`src/rtl/conv_layer_seq_if.sv`:
```
// Control bundle between the layer scheduler / datapath side and the
// conv_layer_seq sequencer.
//
// Handshake rules:
//   start                  : one-cycle request, only honoured while busy=0.
//   weight_req/weight_ack  : weight_req is a level that stays high until
//                            weight_ack is sampled high at a rising edge.
//                            The request drops on that edge.
//   input_loader_req/input_ack : same level/ack rule as the weight pair.
//   dma_start/dma_done     : dma_start is a one-cycle pulse. The sequencer
//                            then waits for dma_done, which may already be
//                            high in the dma_start cycle.
//   Acks that arrive while no request is pending are ignored.
interface conv_layer_seq_if #(
  parameter int CNT_W = 16
);
  logic             start;
  logic [CNT_W-1:0] cfg_w;
  logic [CNT_W-1:0] cfg_h;
  logic [CNT_W-1:0] cfg_ic;
  logic [CNT_W-1:0] cfg_oc;
  logic             stall;
  logic             weight_ack;
  logic             input_ack;
  logic             dma_done;

  logic             layer_start;
  logic             layer_done;
  logic             busy;
  logic             dataflow_en;
  logic [8:0]       conv_vld;
  logic [CNT_W-1:0] w_cnt;
  logic [CNT_W-1:0] h_cnt;
  logic [CNT_W-1:0] ic_cnt;
  logic [CNT_W-1:0] oc_cnt;
  logic             weight_req;
  logic             input_loader_req;
  logic             dma_start;
  logic             dma_last;

  // Scheduler / peripheral side
  modport master (
    output start, cfg_w, cfg_h, cfg_ic, cfg_oc, stall,
           weight_ack, input_ack, dma_done,
    input  layer_start, layer_done, busy, dataflow_en, conv_vld,
           w_cnt, h_cnt, ic_cnt, oc_cnt,
           weight_req, input_loader_req, dma_start, dma_last
  );

  // Sequencer side
  modport slave (
    input  start, cfg_w, cfg_h, cfg_ic, cfg_oc, stall,
           weight_ack, input_ack, dma_done,
    output layer_start, layer_done, busy, dataflow_en, conv_vld,
           w_cnt, h_cnt, ic_cnt, oc_cnt,
           weight_req, input_loader_req, dma_start, dma_last
  );
endinterface

```
`src/rtl/conv_layer_seq.sv`:
```
// Layer-level sequencer for a row-based 3x3, pad-1 convolution.
// Loop nest: oc (outer) -> h -> ic -> w (inner). Each oc tile fetches
// weights once, each (ic,h) row is loaded before its W conv beats, and each
// completed output row (oc,h) is handed to the output DMA.
module conv_layer_seq #(
  parameter int CNT_W = 16
) (
  input  logic                   clk,
  input  logic                   rstn,
  conv_layer_seq_if.slave        bus,
  output logic [2:0]             o_dbg_state
);

  typedef enum logic [2:0] {
    S_IDLE  = 3'd0,
    S_WLOAD = 3'd1,
    S_ILOAD = 3'd2,
    S_CONV  = 3'd3,
    S_WRITE = 3'd4,
    S_DONE  = 3'd5
  } state_t;

  state_t           r_state;
  state_t           w_next_state;

  logic [CNT_W-1:0] r_cfg_w;
  logic [CNT_W-1:0] r_cfg_h;
  logic [CNT_W-1:0] r_cfg_ic;
  logic [CNT_W-1:0] r_cfg_oc;
  logic [CNT_W-1:0] r_w;
  logic [CNT_W-1:0] r_h;
  logic [CNT_W-1:0] r_ic;
  logic [CNT_W-1:0] r_oc;
  logic             r_layer_start;
  logic             r_layer_done;
  logic             r_dma_pend;

  logic             w_accept;
  logic             w_cfg_zero;
  logic             w_beat;
  logic             w_row_done;
  logic             w_last_w;
  logic             w_last_h;
  logic             w_last_ic;
  logic             w_last_oc;
  logic [8:0]       w_mask;

  // Loop bounds compare against latched cfg-1; indices never exceed cfg-1.
  assign w_last_w   = (r_w  == r_cfg_w  - CNT_W'(1));
  assign w_last_h   = (r_h  == r_cfg_h  - CNT_W'(1));
  assign w_last_ic  = (r_ic == r_cfg_ic - CNT_W'(1));
  assign w_last_oc  = (r_oc == r_cfg_oc - CNT_W'(1));

  assign w_accept   = (r_state == S_IDLE) && bus.start;
  assign w_cfg_zero = (bus.cfg_w == '0) || (bus.cfg_h == '0) ||
                      (bus.cfg_ic == '0) || (bus.cfg_oc == '0);
  assign w_beat     = (r_state == S_CONV) && !bus.stall;
  assign w_row_done = (r_state == S_WRITE) && bus.dma_done;

  // State register
  always_ff @(posedge clk or negedge rstn) begin
    if (!rstn) r_state <= S_IDLE;
    else       r_state <= w_next_state;
  end

  // Next-state logic for the loop nest
  always_comb begin
    w_next_state = r_state;
    case (r_state)
      S_IDLE: begin
        if (bus.start) w_next_state = w_cfg_zero ? S_DONE : S_WLOAD;
      end
      S_WLOAD: begin
        if (bus.weight_ack) w_next_state = S_ILOAD;
      end
      S_ILOAD: begin
        if (bus.input_ack) w_next_state = S_CONV;
      end
      S_CONV: begin
        if (w_beat && w_last_w) w_next_state = w_last_ic ? S_WRITE : S_ILOAD;
      end
      S_WRITE: begin
        if (bus.dma_done) begin
          if (!w_last_h)      w_next_state = S_ILOAD;
          else if (!w_last_oc) w_next_state = S_WLOAD;
          else                w_next_state = S_DONE;
        end
      end
      S_DONE:  w_next_state = S_IDLE;
      default: w_next_state = S_IDLE;
    endcase
  end

  // Config latch and loop counters
  always_ff @(posedge clk or negedge rstn) begin
    if (!rstn) begin
      r_cfg_w  <= '0;
      r_cfg_h  <= '0;
      r_cfg_ic <= '0;
      r_cfg_oc <= '0;
      r_w      <= '0;
      r_h      <= '0;
      r_ic     <= '0;
      r_oc     <= '0;
    end else begin
      if (w_accept) begin
        r_cfg_w  <= bus.cfg_w;
        r_cfg_h  <= bus.cfg_h;
        r_cfg_ic <= bus.cfg_ic;
        r_cfg_oc <= bus.cfg_oc;
        r_w      <= '0;
        r_h      <= '0;
        r_ic     <= '0;
        r_oc     <= '0;
      end
      if (w_beat) begin
        if (w_last_w) begin
          r_w <= '0;
          if (w_last_ic) r_ic <= '0;
          else           r_ic <= r_ic + CNT_W'(1);
        end else begin
          r_w <= r_w + CNT_W'(1);
        end
      end
      if (w_row_done) begin
        if (!w_last_h) begin
          r_h <= r_h + CNT_W'(1);
        end else if (!w_last_oc) begin
          r_h  <= '0;
          r_oc <= r_oc + CNT_W'(1);
        end
      end
    end
  end

  // Registered strobes: layer_start follows the accept edge, layer_done
  // follows the DONE cycle, dma_start marks the first WRITE cycle.
  always_ff @(posedge clk or negedge rstn) begin
    if (!rstn) begin
      r_layer_start <= 1'b0;
      r_layer_done  <= 1'b0;
      r_dma_pend    <= 1'b0;
    end else begin
      r_layer_start <= w_accept;
      r_layer_done  <= (r_state == S_DONE);
      r_dma_pend    <= (w_next_state == S_WRITE) && (r_state != S_WRITE);
    end
  end

  // Tap-valid mask: drop taps that fall into the pad-1 border
  always_comb begin
    w_mask = 9'h1FF;
    if (r_w == '0) w_mask = w_mask & ~9'h049;
    if (w_last_w)  w_mask = w_mask & ~9'h124;
    if (r_h == '0) w_mask = w_mask & ~9'h007;
    if (w_last_h)  w_mask = w_mask & ~9'h1C0;
  end

  assign bus.layer_start      = r_layer_start;
  assign bus.layer_done       = r_layer_done;
  assign bus.busy             = (r_state != S_IDLE);
  assign bus.dataflow_en      = w_beat;
  assign bus.conv_vld         = w_beat ? w_mask : 9'h000;
  assign bus.w_cnt            = r_w;
  assign bus.h_cnt            = r_h;
  assign bus.ic_cnt           = r_ic;
  assign bus.oc_cnt           = r_oc;
  assign bus.weight_req       = (r_state == S_WLOAD);
  assign bus.input_loader_req = (r_state == S_ILOAD);
  assign bus.dma_start        = r_dma_pend;
  assign bus.dma_last         = r_dma_pend && w_last_h && w_last_oc;
  assign o_dbg_state          = r_state;

endmodule
```
`src/flat_wrapper.sv`:
```
// flat-port wrapper written by rule: the top's interface ports become plain ports
module conv_layer_seq_flat 
#(
  parameter int CNT_W = 16
)
  (clk, rstn, o_dbg_state, bus_start, bus_cfg_w, bus_cfg_h, bus_cfg_ic, bus_cfg_oc, bus_stall, bus_weight_ack, bus_input_ack, bus_dma_done, bus_layer_start, bus_layer_done, bus_busy, bus_dataflow_en, bus_conv_vld, bus_w_cnt, bus_h_cnt, bus_ic_cnt, bus_oc_cnt, bus_weight_req, bus_input_loader_req, bus_dma_start, bus_dma_last);
  conv_layer_seq_if #(.CNT_W(CNT_W)) bus_i ();
  input  logic clk;
  input  logic rstn;
  output logic [2:0] o_dbg_state;
  input wire logic [$bits(bus_i.start)-1:0] bus_start;
  input wire logic [$bits(bus_i.cfg_w)-1:0] bus_cfg_w;
  input wire logic [$bits(bus_i.cfg_h)-1:0] bus_cfg_h;
  input wire logic [$bits(bus_i.cfg_ic)-1:0] bus_cfg_ic;
  input wire logic [$bits(bus_i.cfg_oc)-1:0] bus_cfg_oc;
  input wire logic [$bits(bus_i.stall)-1:0] bus_stall;
  input wire logic [$bits(bus_i.weight_ack)-1:0] bus_weight_ack;
  input wire logic [$bits(bus_i.input_ack)-1:0] bus_input_ack;
  input wire logic [$bits(bus_i.dma_done)-1:0] bus_dma_done;
  output wire logic [$bits(bus_i.layer_start)-1:0] bus_layer_start;
  output wire logic [$bits(bus_i.layer_done)-1:0] bus_layer_done;
  output wire logic [$bits(bus_i.busy)-1:0] bus_busy;
  output wire logic [$bits(bus_i.dataflow_en)-1:0] bus_dataflow_en;
  output wire logic [$bits(bus_i.conv_vld)-1:0] bus_conv_vld;
  output wire logic [$bits(bus_i.w_cnt)-1:0] bus_w_cnt;
  output wire logic [$bits(bus_i.h_cnt)-1:0] bus_h_cnt;
  output wire logic [$bits(bus_i.ic_cnt)-1:0] bus_ic_cnt;
  output wire logic [$bits(bus_i.oc_cnt)-1:0] bus_oc_cnt;
  output wire logic [$bits(bus_i.weight_req)-1:0] bus_weight_req;
  output wire logic [$bits(bus_i.input_loader_req)-1:0] bus_input_loader_req;
  output wire logic [$bits(bus_i.dma_start)-1:0] bus_dma_start;
  output wire logic [$bits(bus_i.dma_last)-1:0] bus_dma_last;
  assign bus_i.start = bus_start;
  assign bus_i.cfg_w = bus_cfg_w;
  assign bus_i.cfg_h = bus_cfg_h;
  assign bus_i.cfg_ic = bus_cfg_ic;
  assign bus_i.cfg_oc = bus_cfg_oc;
  assign bus_i.stall = bus_stall;
  assign bus_i.weight_ack = bus_weight_ack;
  assign bus_i.input_ack = bus_input_ack;
  assign bus_i.dma_done = bus_dma_done;
  assign bus_layer_start = bus_i.layer_start;
  assign bus_layer_done = bus_i.layer_done;
  assign bus_busy = bus_i.busy;
  assign bus_dataflow_en = bus_i.dataflow_en;
  assign bus_conv_vld = bus_i.conv_vld;
  assign bus_w_cnt = bus_i.w_cnt;
  assign bus_h_cnt = bus_i.h_cnt;
  assign bus_ic_cnt = bus_i.ic_cnt;
  assign bus_oc_cnt = bus_i.oc_cnt;
  assign bus_weight_req = bus_i.weight_req;
  assign bus_input_loader_req = bus_i.input_loader_req;
  assign bus_dma_start = bus_i.dma_start;
  assign bus_dma_last = bus_i.dma_last;
  conv_layer_seq #(.CNT_W(CNT_W)) u_core (.clk(clk), .rstn(rstn), .bus(bus_i), .o_dbg_state(o_dbg_state));
endmodule
```
`config.mk`:
```
export PLATFORM = sky130hd
export DESIGN_NAME = conv_layer_seq_flat
export DESIGN_NICKNAME = d
export VERILOG_FILES = /design/src/rtl/conv_layer_seq_if.sv /design/src/rtl/conv_layer_seq.sv /design/src/flat_wrapper.sv
export SDC_FILE = /design/constraint.sdc
export NUM_CORES = 1
export LEC_CHECK = 0
export CORE_MARGIN = 10
export CORE_UTILIZATION = 35
export DETAILED_ROUTE_END_ITERATION = 12
export HOLD_SLACK_MARGIN = 0.1
export PLACE_DENSITY = 0.65
export SLEW_MARGIN = 20
export SYNTH_ARGS = -nofsm -noshare
export SYNTH_HDL_FRONTEND = slang
export SYNTH_SLANG_ARGS = --single-unit
```
`constraint.sdc`:
```
create_clock -name clk -period 3.95 [get_ports clk]
set_input_delay 0.79 -clock clk [delete_from_list [all_inputs] [get_ports clk]]
set_output_delay 0.79 -clock clk [all_outputs]
set_load 0.03 [all_outputs]
```
==> results of run 1 <==
## layout make-up
type | instances | area [um2]
flip-flops and latches | 134 | 3350
fillers | 2312 | 12600
repair buffers | 214 | 2020
clock inverters | 11 | 195
multi-input cells | 811 | 4950
well taps | 324 | 405
inverters | 37 | 139
clock buffers | 21 | 470
## cell families after synthesis
family,count (synthesis)
compound gates,178
xor+xnor,85
fa+ha+maj,10
buf+inv,83
flops,134
mux,5
simple gates,533
## what timing repair did
item,4_1_cts,5_1_grt
hold endpoints to repair,0,0
pin swaps,3,5
buffers inserted,2,2
endpoints found under the setup margin,6,6
resized for setup,41,9
## where the power goes
part | switching, W | internal [W]
Clock | 0.000640 | 0.00117
Sequential | 0.000519 | 0.00174
Combinational | 0.00163 | 0.00141
## final timing paths
kind,endpoint,from,slack (ns)
worst max-delay path,bus_conv_vld[8],u_core.r_cfg_h[7],0.01
worst min-delay path,u_core.bus.ic_cnt[7],rstn,0.38
worst max register to register,u_core.bus.oc_cnt[5],u_core.r_cfg_h[7],0.23
worst min register to register,u_core.r_cfg_ic[15],u_core.r_cfg_ic[15],0.51
max in group asynchronous,u_core.bus.ic_cnt[13],rstn,2.74
min in group clk,u_core.r_cfg_ic[15],u_core.r_cfg_ic[15],0.51
## flip-flops by register name (all words and copies together) (netlist names)
signal	cells
u_core.bus.layer_done	1
u_core.bus.layer_start	1
u_core.bus.dma_start	1
u_core.bus.h_cnt	16
u_core.r_cfg_oc	16
u_core.r_cfg_h	16
u_core.r_cfg_w	16
u_core.bus.ic_cnt	16
u_core.bus.oc_cnt	16
u_core.o_dbg_state	3
u_core.bus.w_cnt	16
u_core.r_cfg_ic	16
## worst max-delay path, cell delays in order (launching register included)
cell and delay, ns:
dfrtp_1 0.38, or4_4 0.54, or4_4 0.42, or2_1 0.24
or4b_4 0.51, a211oi_4 0.30, buf_12 0.16, nor2b_2 0.04
buf_6 0.13
## placed cells by master (no fill, tap or decap), types with 9 or more instances in the layout
master,n
dfrtp_1,134
or3_1,9
clkbuf_16,17
xor2_1,33
nor3b_1,12
or4_1,10
o22ai_1,9
nor3_1,26
o211ai_1,9
nor4_1,36
buf_4,58
nor2_1,49
nand4_1,24
inv_1,36
ha_1,10
o31ai_1,9
o21ai_0,39
nand3_1,37
nand2_1,217
a21oi_1,30
and3_1,28
nand2b_1,17
a31oi_1,22
clkdlybuf4s50_1,147
xnor2_1,52
## through the flow
step,utilization [%],std cells
2_1_floorplan,-,1028
3_3_place_gp,44.5,1516
3_5_place_dp,44.5,1516
4_1_cts,47.5,1550
5_1_grt,47.7,1552
6_report,47.7,1552
## metal layers
layer / vias to the layer above / GRT usage [%]
li1: 4077 / -
met1: 3994 / 22.9
met2: 237 / 28.6
met3: 21 / 3.97
met4: 0 / 3.57
met5: - / 0
==> impl_metrics.json, run 1 <==
{
  "status": "completed",
  "antenna_found_initial": 0,
  "gp_congestion": 0.887,
  "fmax_ghz": 0.254,
  "synthDistinctLibCells": 70,
  "finalSetupViolCount": 0,
  "required_ns": 3.16,
  "post_drt_wl_per_cell_um": 17.5,
  "synthAdderAreaFrac_pct": 1.46,
  "worst-r2r-cell-count": 10,
  "synth_area_leaders": "dfrtp_1, nand2_1, xnor2_1, xor2_1, nor4_1",
  "synthXorXnorAreaFrac_pct": 8.71,
  "worst_setup_path_end_kind": "output pin",
  "worstSkewPairLatency_ns": 0.43,
  "wl_met2_mm": 12.7,
  "yosysMostFrequentCell": "nand2_1",
  "cts_buffer_depth": 2,
  "synthMuxAreaShare_pct": 0.585,
  "start_kind": "flip-flop",
  "yosysTopAreaCell": "dfrtp_1",
  "place_area_um2": 10800,
  "ys_seq_area_share_pct": 39.2,
  "cap_viol_max_count": 0,
  "area_delta_synth_final_pct": 35.0,
  "io_pins": 155,
  "synth_top_family_by_area": "simple AND/OR/NAND/NOR gates",
  "portBuffers": 154,
  "grt_max_degree": 73,
  "track_usage_pct": 17.4,
  "dp.final_hpwl_mm": 20.4,
  "initial_core_util_pct": 35.4,
  "drc_errors": 0,
  "post-place-ws_ns": -0.0935,
  "syn_inst": 1028,
  "cts_tree": "done",
  "die_h_um": 176,
  "grt_first_pass_wirelength_mm": 43.9,
  "synth-seq-cells": 134,
  "peakVddDrop_uv": 267,
  "vias": 8329,
  "final_cell_area_um2": 11500,
  "critPathKind": "reg2out",
  "htreeDepth": 4,
  "rsz0062_at_grt": "yes",
  "finalCriticalPeriod_ns": 3.94,
  "slew_violations": 0,
  "n_antenna_cell": 0,
  "overflow": 0,
  "synth-simple-area-share_pct": 32.0,
  "worstPathArrival_ns": 3.15,
  "num_rows": 57,
  "min_period_over_period_pct": 99.6,
  "p_per_area_nw_per_um2": 617,
  "viasPerCell": 5.37,
  "top_layer": "met4",
  "syn_nets": 1109,
  "fp.dieW_um": 176,
  "worstHoldPathType": "in2async",
  "hold_slack_ns": 0.384,
  "synth_area_um2": 8550,
  "synth_ff_type": "dfrtp_1",
  "grt_pass1_vias": 8193,
  "leakagePower_nw": 4.89,
  "drt-met1-wl_mm": 12.6,
  "skew_ns": 0.0123,
  "synth_compound_area_share_pct": 13.9,
  "cts_hold_buf": 0,
  "total_power_w": 0.00712,
  "drtIter0Drc": 679,
  "yosys-top-cells-count": "nand2_1, dfrtp_1, xnor2_1",
  "ctsRootBufferMaster": "clkbuf_16",
  "wirelength_mm": 27.2,
  "clock-sinks": 134,
  "fin_ws_ns": 0.0141,
  "yosys_warnings": 0,
  "tns_ns": 0,
  "die_area_um2": 31100,
  "drive_above_1_share_pct": 10.7,
  "cts.clk_slew.worst_paths_ns": 0.06,
  "worstMarginPinSlew_ns": 0.819,
  "antenna_left": 0,
  "async_flop_share_pct": 100,
  "post-synth-top-area-fraction_pct": 39.2,
  "hold_viol_final": 0,
  "avgSynthCellArea_um2": 8.32,
  "dr.pass1.iters": 6,
  "core-area_um2": 24200,
  "worstPathMaxFanout": 4,
  "wl_met3_mm": 1.63,
  "nNetsFinal": 1296,
  "cts_buffers": 17,
  "synth_edf_count": 0,
  "max_slew_margin_pct": 45.2
}
(Power assumes the default switching activity.)
==> inputs of run 2 (changes only) <==
--- a/config.mk
+++ b/config.mk
@@ -6,10 +6,10 @@
 export NUM_CORES = 1
 export LEC_CHECK = 0
 export CORE_MARGIN = 10
-export CORE_UTILIZATION = 35
+export CORE_UTILIZATION = 48
 export DETAILED_ROUTE_END_ITERATION = 12
 export HOLD_SLACK_MARGIN = 0.1
-export PLACE_DENSITY = 0.65
+export PLACE_DENSITY = 0.83
 export SLEW_MARGIN = 20
 export SYNTH_ARGS = -nofsm -noshare
 export SYNTH_HDL_FRONTEND = slang
==> impl_metrics.json, run 2 (synthesis gave the netlist of run 1 again) <==
{
  "clkPwrFrac_pct": 23.7,
  "layout_commonest_cell": "nand2_1",
  "post_drt_wl_per_cell_um": 17.9,
  "rsz0062_at_grt": "yes",
  "grt_max_degree": 86,
  "grt_first_pass_wirelength_mm": 41.9,
  "vias": 8381,
  "core-area_um2": 17400,
  "finalSetupViolCount": 3,
  "cts_buffers": 17,
  "rrSetupSlack_ns": 0.17,
  "worstPathArrival_ns": 3.19,
  "grt_pass1_vias": 8175,
  "antenna_left": 0,
  "p_per_area_nw_per_um2": 611,
  "fin_ws_ns": -0.0335,
  "drtIter0Drc": 532,
  "critPathKind": "reg2out",
  "drive_above_1_share_pct": 9.41,
  "num_rows": 48,
  "cts_buffer_depth": 2,
  "status": "finished, violations left",
  "wirelength_mm": 25.6,
  "cts.clk_slew.worst_paths_ns": 0.06,
  "finalNonFillerCells": 1426,
  "hold_viol_final": 0,
  "viasPerCell": 5.88,
  "max_slew_margin_pct": 44.0,
  "die_area_um2": 23600,
  "clock-sinks": 134,
  "n_antenna_cell": 0,
  "cts_tree": "done",
  "worst-r2r-cell-count": 11,
  "worstHoldPathType": "in2async",
  "worstPathMaxFanout": 4,
  "start_kind": "flip-flop",
  "nNetsFinal": 1270,
  "leakagePower_nw": 4.74,
  "tns_ns": -0.0659,
  "fmax_ghz": 0.251,
  "power_switching_share_pct": 40.5,
  "antenna_found_initial": 0,
  "p_int_w": 0.00406,
  "skew_ns": 0.00784,
  "post-route-util_pct": 64.3,
  "worst_setup_path_end_kind": "output pin",
  "finalCriticalPeriod_ns": 3.98,
  "switchingPower_w": 0.00276,
  "min_period_over_period_pct": 101,
  "place_inst": 1389,
  "layout_common_cells": "nand2_1, clkdlybuf4s50_1, dfrtp_1, xnor2_1, nor2_1",
  "post-place-ws_ns": 0.0266,
  "io_pins": 155,
  "p_seq_share_pct": 33.6,
  "comb_power_share_pct": 42.8,
  "track_usage_pct": 21.5,
  "cts_hold_buf": 0,
  "die_h_um": 153,
  "required_ns": 3.16,
  "ctsRootBufferMaster": "clkbuf_16",
  "slew_violations": 0,
  "overflow": 0,
  "r2r_end": "u_core.bus.oc_cnt[5]",
  "gp_congestion": 0.879,
  "dp.final_hpwl_mm": 18.6,
  "fp.dieW_um": 153,
  "worstMarginPinSlew_ns": 0.837,
  "peakVddDrop_uv": 387,
  "drc_errors": 0,
  "portBuffers": 154,
  "initial_core_util_pct": 49.3,
  "cap_viol_max_count": 0,
  "worstSkewPairLatency_ns": 0.43,
  "dr.pass1.iters": 5,
  "violations": "negative setup slack",
  "r2r-start": "u_core.r_cfg_h[9]",
  "htreeDepth": 4,
  "area_delta_synth_final_pct": 30.5
}
run 2: metal layers:
metal | global-route usage [%] | vias to the layer above | part of all wire, %
met1 | 26.3 | 4021 | 42
met3 | 6.34 | 40 | 7.6
met2 | 35.3 | 282 | 48
met4 | 7.51 | 0 | 2.0
met5 | 0 | - | 0
li1 | - | 4038 | -
run 2: power groups by stage:
| stage | clock, W | combinational [W] | sequential [W] |
|---|---|---|---|
| finish | 0.00161 | 0.00292 | 0.00229 |
| global route | 0.00169 | 0.00323 | 0.00235 |
| CTS | 0.00163 | 0.00280 | 0.00227 |
| detailed placement | 0 | 0.00273 | 0.00229 |
| global placement | 0 | 0.00266 | 0.00227 |
| floorplan | 0 | 0.00183 | 0.00230 |
run 2: per-stage QoR:
step	total power [W]	cell area (um2)	hold slack [ns]
after floorplan	0.00412	8560	0.465
after global placement	0.00492	10400	0.480
after detailed placement	0.00502	10400	0.492
after CTS	0.00669	11000	0.442
after global routing	0.00727	11200	0.471
final	0.00682	11200	0.417
run 2: how the worst max path moves through the flow:
stage,end,slack [ns],startpoint,depth (start not counted)
floorplan,bus_conv_vld[2],-0.003,u_core.r_cfg_w[2],10
global placement,bus_conv_vld[6],0.07,u_core.r_cfg_h[7],8
detailed placement,bus_conv_vld[6],0.03,u_core.r_cfg_h[7],8
CTS,bus_dma_last,-0.04,u_core.r_cfg_h[7],8
global route,bus_dma_last,-0.09,u_core.r_cfg_h[9],8
finish,bus_dma_last,-0.03,u_core.r_cfg_h[9],8
run 2: layout make-up:
cell class / count / area [um2]
fillers: 1431 / 6200
well taps: 225 / 282
multi-input cells: 811 / 4980
clock inverters: 13 / 158
repair buffers: 188 / 1810
clock buffers: 18 / 439
inverters: 37 / 139
flip-flops and latches: 134 / 3350
run 2: what timing repair did:
item	CTS	global route
endpoints found under the setup margin	6	25
buffers inserted	4	2
pin swaps	4	8
resized for setup	19	24
hold endpoints to repair	0	0
run 2: worst max-delay path, stage by stage, from the launching register on:
cell and delay (ns):
dfrtp_1 0.38, or4_4 0.59, or4_4 0.44, or2_4 0.24
or4b_4 0.52, nand2_1 0.09, nand3_2 0.11, nor3_4 0.22
buf_6 0.16
